[src/rtl/e203_exu_disp_sb.sv]
// EXU dispatch stage with an integrated in-order outstanding-instruction scoreboard.
// Optional precise WAW check: define E203_DISP_PRECISE_WAW_EN.
module e203_exu_disp_sb #(
  parameter int XLEN       = 32,
  parameter int RFIDX_W    = 5,
  parameter int INFO_W     = 21,
  parameter int OITF_DEPTH = 2,
  parameter int ITAG_W     = 1,
  parameter int FENCE_BIT  = 19,
  parameter int FENCEI_BIT = 20
) (
  input  logic               clk,
  input  logic               rst,
  input  logic               wfi_halt_exu_req,
  output logic               wfi_halt_exu_ack,
  input  logic               amo_wait,
  input  logic               disp_i_valid,
  output logic               disp_i_ready,
  input  logic               disp_i_rs1x0,
  input  logic               disp_i_rs2x0,
  input  logic               disp_i_rs1en,
  input  logic               disp_i_rs2en,
  input  logic               disp_i_rdwen,
  input  logic [RFIDX_W-1:0] disp_i_rs1idx,
  input  logic [RFIDX_W-1:0] disp_i_rs2idx,
  input  logic [RFIDX_W-1:0] disp_i_rdidx,
  input  logic [XLEN-1:0]    disp_i_rs1,
  input  logic [XLEN-1:0]    disp_i_rs2,
  input  logic [XLEN-1:0]    disp_i_imm,
  input  logic [XLEN-1:0]    disp_i_pc,
  input  logic [INFO_W-1:0]  disp_i_info,
  input  logic               disp_i_misalgn,
  input  logic               disp_i_buserr,
  input  logic               disp_i_ilegl,
  output logic               disp_o_alu_valid,
  input  logic               disp_o_alu_ready,
  input  logic               disp_o_alu_longpipe,
  output logic [XLEN-1:0]    disp_o_alu_rs1,
  output logic [XLEN-1:0]    disp_o_alu_rs2,
  output logic [XLEN-1:0]    disp_o_alu_imm,
  output logic [XLEN-1:0]    disp_o_alu_pc,
  output logic               disp_o_alu_rdwen,
  output logic [RFIDX_W-1:0] disp_o_alu_rdidx,
  output logic [INFO_W-1:0]  disp_o_alu_info,
  output logic               disp_o_alu_misalgn,
  output logic               disp_o_alu_buserr,
  output logic               disp_o_alu_ilegl,
  output logic [ITAG_W-1:0]  disp_o_alu_itag,
  input  logic               oitf_ret_ena,
  output logic [ITAG_W-1:0]  oitf_ret_ptr,
  output logic               oitf_ret_rdwen,
  output logic [RFIDX_W-1:0] oitf_ret_rdidx,
  output logic [XLEN-1:0]    oitf_ret_pc,
  output logic               oitf_empty,
  output logic               oitf_full
);

  localparam logic [ITAG_W-1:0] LAST_PTR = ITAG_W'(OITF_DEPTH - 1);

  logic [OITF_DEPTH-1:0] vld;
  logic [OITF_DEPTH-1:0] e_rdwen;
  logic [RFIDX_W-1:0]    e_rdidx [OITF_DEPTH];
  logic [XLEN-1:0]       e_pc    [OITF_DEPTH];
  logic [ITAG_W-1:0]     wptr;
  logic [ITAG_W-1:0]     rptr;
  logic                  wflag;
  logic                  rflag;

  logic       raw_dep;
  logic       waw_dep;
  logic [2:0] grp;
  logic       is_csr;
  logic       is_fence;
  logic       longp_prdt;
  logic       disp_cond;
  logic       alloc_fire;
  logic       ret_fire;

  // Returns {flag, ptr} advanced by one, toggling the flag on wrap.
  function automatic logic [ITAG_W:0] ptr_adv(input logic flag, input logic [ITAG_W-1:0] ptr);
    if (ptr == LAST_PTR) return {~flag, {ITAG_W{1'b0}}};
    return {flag, ptr + ITAG_W'(1)};
  endfunction

  assign oitf_empty = (wptr == rptr) & (wflag == rflag);
  assign oitf_full  = (wptr == rptr) & (wflag != rflag);

  always_comb begin
    raw_dep = 1'b0;
    waw_dep = 1'b0;
    for (int i = 0; i < OITF_DEPTH; i++) begin
      if (vld[i] & e_rdwen[i]) begin
        if (disp_i_rs1en & ~disp_i_rs1x0 & (disp_i_rs1idx == e_rdidx[i])) raw_dep = 1'b1;
        if (disp_i_rs2en & ~disp_i_rs2x0 & (disp_i_rs2idx == e_rdidx[i])) raw_dep = 1'b1;
`ifdef E203_DISP_PRECISE_WAW_EN
        if (disp_i_rdwen & (disp_i_rdidx == e_rdidx[i])) waw_dep = 1'b1;
`else
        if (disp_i_rdidx == e_rdidx[i]) waw_dep = 1'b1;
`endif
      end
    end
  end

  assign grp        = disp_i_info[2:0];
  assign is_csr     = (grp == 3'd3);
  assign is_fence   = (grp == 3'd2) & (disp_i_info[FENCE_BIT] | disp_i_info[FENCEI_BIT]);
  assign longp_prdt = (grp == 3'd1);

  assign disp_cond = ~raw_dep & ~waw_dep & ~wfi_halt_exu_req
                   & ((is_csr | is_fence) ? oitf_empty : 1'b1)
                   & (longp_prdt ? ~oitf_full : 1'b1);

  assign disp_o_alu_valid = disp_i_valid & disp_cond;
  assign disp_i_ready     = disp_cond & disp_o_alu_ready;

  assign alloc_fire = disp_o_alu_valid & disp_o_alu_ready & disp_o_alu_longpipe;
  assign ret_fire   = oitf_ret_ena & ~oitf_empty;

  assign disp_o_alu_rs1     = disp_i_rs1x0 ? '0 : disp_i_rs1;
  assign disp_o_alu_rs2     = disp_i_rs2x0 ? '0 : disp_i_rs2;
  assign disp_o_alu_imm     = disp_i_imm;
  assign disp_o_alu_pc      = disp_i_pc;
  assign disp_o_alu_rdwen   = disp_i_rdwen;
  assign disp_o_alu_rdidx   = disp_i_rdidx;
  assign disp_o_alu_info    = disp_i_info;
  assign disp_o_alu_misalgn = disp_i_misalgn;
  assign disp_o_alu_buserr  = disp_i_buserr;
  assign disp_o_alu_ilegl   = disp_i_ilegl;
  assign disp_o_alu_itag    = wptr;

  assign oitf_ret_ptr   = rptr;
  assign oitf_ret_rdwen = e_rdwen[rptr];
  assign oitf_ret_rdidx = e_rdidx[rptr];
  assign oitf_ret_pc    = e_pc[rptr];

  assign wfi_halt_exu_ack = oitf_empty & ~amo_wait;

  // Scoreboard control state; allocation is applied after retire so it wins on a shared slot.
  always_ff @(posedge clk) begin
    if (rst) begin
      vld   <= '0;
      wptr  <= '0;
      rptr  <= '0;
      wflag <= 1'b0;
      rflag <= 1'b0;
    end else begin
      if (ret_fire) begin
        vld[rptr]     <= 1'b0;
        {rflag, rptr} <= ptr_adv(rflag, rptr);
      end
      if (alloc_fire) begin
        vld[wptr]     <= 1'b1;
        {wflag, wptr} <= ptr_adv(wflag, wptr);
      end
    end
  end

  // Entry payload, written on allocation only.
  always_ff @(posedge clk) begin
    if (alloc_fire) begin
      e_rdwen[wptr] <= disp_i_rdwen;
      e_rdidx[wptr] <= disp_i_rdidx;
      e_pc[wptr]    <= disp_i_pc;
    end
  end

endmodule

[config.mk]
export PLATFORM = sky130hd
export DESIGN_NAME = e203_exu_disp_sb
export DESIGN_NICKNAME = d
export VERILOG_FILES = /design/src/rtl/e203_exu_disp_sb.sv
export SDC_FILE = /design/constraint.sdc
export NUM_CORES = 1
export LEC_CHECK = 0
export ABC_AREA = 1
export CAP_MARGIN = 20
export CORE_AREA = 2 2 148 150
export CTS_BUF_LIST = sky130_fd_sc_hd__clkbuf_4 sky130_fd_sc_hd__clkbuf_8
export CTS_CLUSTER_DIAMETER = 30
export DETAILED_ROUTE_END_ITERATION = 12
export DIE_AREA = 0 0 150 152
export GPL_TIMING_DRIVEN = 0
export PLACE_DENSITY = 0.71
export RECOVER_POWER = 100
export SKIP_LAST_GASP = 1
export SYNTH_ARGS = -nofsm -noshare
export SYNTH_HDL_FRONTEND = slang
export SYNTH_SLANG_ARGS = --single-unit
[constraint.sdc]
create_clock -name clk -period 2.9 [get_ports clk]
set_input_delay 0.29 -clock clk [delete_from_list [all_inputs] [get_ports clk]]
set_output_delay 0.29 -clock clk [all_outputs]
set_load 0.01 [all_outputs]
==> impl_metrics.tcl <==
set metrics [dict create \
    syn-cell-area_um2 4920 \
    cts-htree-levels 3 \
    worst_path_bufs_invs 3 \
    hold_slack_ps 312 \
    worst_path_largest_cell_delay_ps 640 \
    layout.cell_area.non_filler_um2 8760 \
    timing.final.max_slew_violations 0 \
    effective_utilization_at_floorplan_pct 23.0 \
    place_congestion 0.819 \
    nNetsFinal 1081 \
    antenna_found_initial 2 \
    maxCapViolations 0 \
    timing.critical_path.fanout_max 6 \
    clk_latency_worst_skew_pair_ps 360 \
    design.portCount 383 \
    cell_count_final_fillers_out 1187 \
    multiInputGateArea_um2 1340 \
    synth_cell_type_count 25 \
    wire_length_of_the_first_global_routing_pass_um 27500 \
    cellLeakagePower_uw 0.00395 \
    finalCriticalPeriod_ps 2710 \
    worstPathCellList "dlygate4sd3_1 -> inv_1 -> nand2_1 -> nand2_1 -> nor2_1 -> nand3_1 -> nand2_1 -> nand2_1 -> nand2_1 -> nor3b_1 -> clkdlybuf4s50_1" \
    wire_per_inst_um 16.2 \
    cts.root.buffer_cell "sky130_fd_sc_hd__clkbuf_8" \
    post_route_cells_drive_above_1_share_pct 16.7 \
    post_synth.cell_area_avg_um2 8.80 \
    dieArea_um2 22800 \
    post_synth_inst_count 559 \
    totalWireLength_um 19200 \
    area_growth_syn_to_layout_pct 78.1 \
    viasPerCell 3.90 \
    synth_warnings 0 \
    final_cycle_utilization_of_the_critical_path_pct 93.3 \
    chipHeight_um 152 \
    fillerInstances 2131 \
    dp.cells 1169 \
    placement_rows 54 \
    vdd_drop_max_mv 0.300 \
    core-area_um2 21400 \
    setup_viol 0 \
    cts_clk_pin_slew_worst_paths_ps 90 \
    timing.critical_path.mode_cell "sky130_fd_sc_hd__nand2_1" \
    rsz_0062_raised_after_global_routing "no" \
    detailed_place.area_um2 8590 \
    post-route-drc-count 0 \
    ff_latch_area_um2 2420 \
    end_kind "output pin" \
    status "finished, final reports clean" \
    firstDrtPassIters 4 \
    max_clock_freq_ghz 0.370 \
    worst-slew-pin-transition_ps 901 \
    clkSinkCount 83 \
    maximum_number_of_pins_on_one_net_before_global_route_repair 39 \
    tritoncts "yes" \
    post_cts_buffers 0 \
    hold_buf_count_cts 0 \
    ys_ff_latch 83 \
    synth_seq_area_share_pct 49.2 \
    critical_path.top_delay_family "buffers and inverters" \
    antenna_violating_nets_left 0 \
    critical_path_cell_count 11 \
    critPathSlowestCell "sky130_fd_sc_hd__dlygate4sd3_1" \
    power_per_cell_area_nw_per_um2 338 \
    grt_pass1_vias 4677 \
    ff2ff_setup_slack_ps 290 \
    grt_usage_pct 16.2 \
    timing.max_slew.rel_slack_pct 39.9 \
    port_buffers 329 \
    hold_path.class "in -> reg" \
    postLayoutCoreUtil_pct 41.0 \
    grt_overflow_total 0 \
    final-hold-violation-count 0 \
    min_path_cells 1 \
    die_width_um 150 \
    critical_path_arrival_ps 2420 \
    r2r_cells 12 \
    post-dp-hpwl_um 16200 \
    max-clock-path-buffers 2 \
    worst-endpoint-required_ps 2610 \
    numCtsBuffers 9 \
    cts.repair.resized 0 \
    cp-start-kind "primary input" \
    vias 4630 \
    syn-num-nets 740 \
    critPathKind "in -> out" \
    drt_first_iter_violations 210 \
    fin_skew_ps 13.9 \
]
## state kept, by name (all words and copies together) (netlist names), named ones only
| signal | count |
|---|---|
| vld | 2 |
| disp_o_alu_itag | 1 |
| wflag | 1 |
| e_rdidx | 10 |
| rflag | 1 |
| e_rdwen | 2 |
| e_pc | 64 |
| oitf_ret_ptr | 1 |
## synthesized netlist by cell type
| master | count | area share, % |
|---|---|---|
| sky130_fd_sc_hd__xnor2_1 | 4 | 0.71 |
| sky130_fd_sc_hd__nand3_1 | 9 | 0.92 |
| sky130_fd_sc_hd__inv_1 | 106 | 8.1 |
| sky130_fd_sc_hd__nand4_1 | 2 | 0.25 |
| sky130_fd_sc_hd__o21ai_1 | 1 | 0.10 |
| sky130_fd_sc_hd__o21ai_0 | 10 | 1.0 |
| sky130_fd_sc_hd__buf_4 | 94 | 14 |
| sky130_fd_sc_hd__nor2_4 | 2 | 0.46 |
| sky130_fd_sc_hd__mux2_2 | 32 | 7.3 |
| sky130_fd_sc_hd__xor2_1 | 2 | 0.36 |
| sky130_fd_sc_hd__nand3_2 | 1 | 0.20 |
| sky130_fd_sc_hd__edfxtp_1 | 76 | 46 |
| sky130_fd_sc_hd__o22ai_1 | 1 | 0.13 |
| sky130_fd_sc_hd__a21oi_1 | 3 | 0.31 |
| sky130_fd_sc_hd__ha_1 | 1 | 0.25 |
| sky130_fd_sc_hd__nor3b_1 | 2 | 0.31 |
| sky130_fd_sc_hd__clkbuf_1 | 13 | 0.99 |
| sky130_fd_sc_hd__inv_2 | 1 | 0.076 |
| sky130_fd_sc_hd__nand2_1 | 93 | 7.1 |
| sky130_fd_sc_hd__nand3b_1 | 1 | 0.15 |
| sky130_fd_sc_hd__dfxtp_1 | 7 | 2.8 |
| sky130_fd_sc_hd__nand2_2 | 1 | 0.13 |
| sky130_fd_sc_hd__nor2_2 | 2 | 0.25 |
| sky130_fd_sc_hd__nor2_1 | 94 | 7.2 |
| sky130_fd_sc_hd__nor3_1 | 1 | 0.10 |
## report_power, final
group	internal, uW	leakage [uW]	switching, uW
clock	336	0.0000951	485
sequential	1320	0.000743	6.88
combinational	477	0.00311	334
total	2130	0.00395	826
## cell usage in the layout, fill, tap and decap left out
cell type / instances
sky130_fd_sc_hd__nand3_1: 10
sky130_fd_sc_hd__clkbuf_4: 1
sky130_fd_sc_hd__dfxtp_1: 7
sky130_fd_sc_hd__buf_4: 93
sky130_fd_sc_hd__nor2_4: 2
sky130_fd_sc_hd__diode_2: 2
sky130_fd_sc_hd__nand2_1: 93
sky130_fd_sc_hd__clkbuf_8: 9
sky130_fd_sc_hd__buf_6: 1
sky130_fd_sc_hd__o22ai_1: 1
sky130_fd_sc_hd__inv_8: 2
sky130_fd_sc_hd__ha_1: 1
sky130_fd_sc_hd__nor2_1: 95
sky130_fd_sc_hd__clkinvlp_4: 1
sky130_fd_sc_hd__o21ai_0: 10
sky130_fd_sc_hd__edfxtp_1: 76
sky130_fd_sc_hd__o21ai_1: 1
sky130_fd_sc_hd__a21oi_1: 3
sky130_fd_sc_hd__clkdlybuf4s50_1: 113
sky130_fd_sc_hd__nand3b_1: 1
sky130_fd_sc_hd__inv_2: 2
sky130_fd_sc_hd__clkbuf_2: 1
sky130_fd_sc_hd__nor3_1: 1
sky130_fd_sc_hd__mux2_2: 32
sky130_fd_sc_hd__inv_1: 105
sky130_fd_sc_hd__dlygate4sd3_1: 215
sky130_fd_sc_hd__nor2_2: 1
sky130_fd_sc_hd__nor3b_2: 1
sky130_fd_sc_hd__clkbuf_1: 13
sky130_fd_sc_hd__xor2_1: 2
sky130_fd_sc_hd__nand2_2: 1
sky130_fd_sc_hd__nor3b_1: 1
sky130_fd_sc_hd__xnor2_1: 4
sky130_fd_sc_hd__nand4_1: 2
sky130_fd_sc_hd__inv_6: 4
## worst paths after layout
| check | from | end |
|---|---|---|
| max reg2reg | e_rdidx[0][4] | e_pc[1][0] |
| min reg2reg | vld[1] | vld[1] |
| max | disp_i_rdidx[2] | disp_i_ready |
| min | disp_i_rdidx[1] | e_rdidx[0][1] |
## per-stage QoR
step           power [uW]  TNS, ps  worst slack (ps)
6_report             2960        0               194
3_3_place_gp         2230   -36760              -659
3_5_place_dp         2240    -7550              -140
4_1_cts              3070        0               107
5_1_grt              3100        0              19.2
2_1_floorplan        1680        0               426
## per-layer routing
layer  global-route usage, %  routed length [um]
met2                    30.7               10100
met4                    4.85                 468
met1                    16.8                6920
met5                       0                   0
met3                    4.95                1760
## kinds of logic (layout without fill, tap and decap cells)
group	after synthesis	after routing	synth area share [%]
simple gates	208	208	17.0
other cells	0	2	0
compound gates	15	15	1.55
mux	32	32	7.33
fa+ha+maj	1	1	0.254
buf+inv	214	560	23.5
flops	83	83	49.2
xor+xnor	6	6	1.07
## area by class of cell
class                           instances  share of cell area, %
Timing Repair Buffer                  330                   37.7
Sequential cell                        83                   27.7
Multi-Input combinational cell        262                   15.3
Buffer                                107                   8.63
Inverter                              107                   4.59
Tap cell                              280                   4.00
Clock buffer                            9                   1.41
Clock inverter                          7                  0.743
Antenna cell                            2                 0.0571
Power figures use the tool's default switching activity.
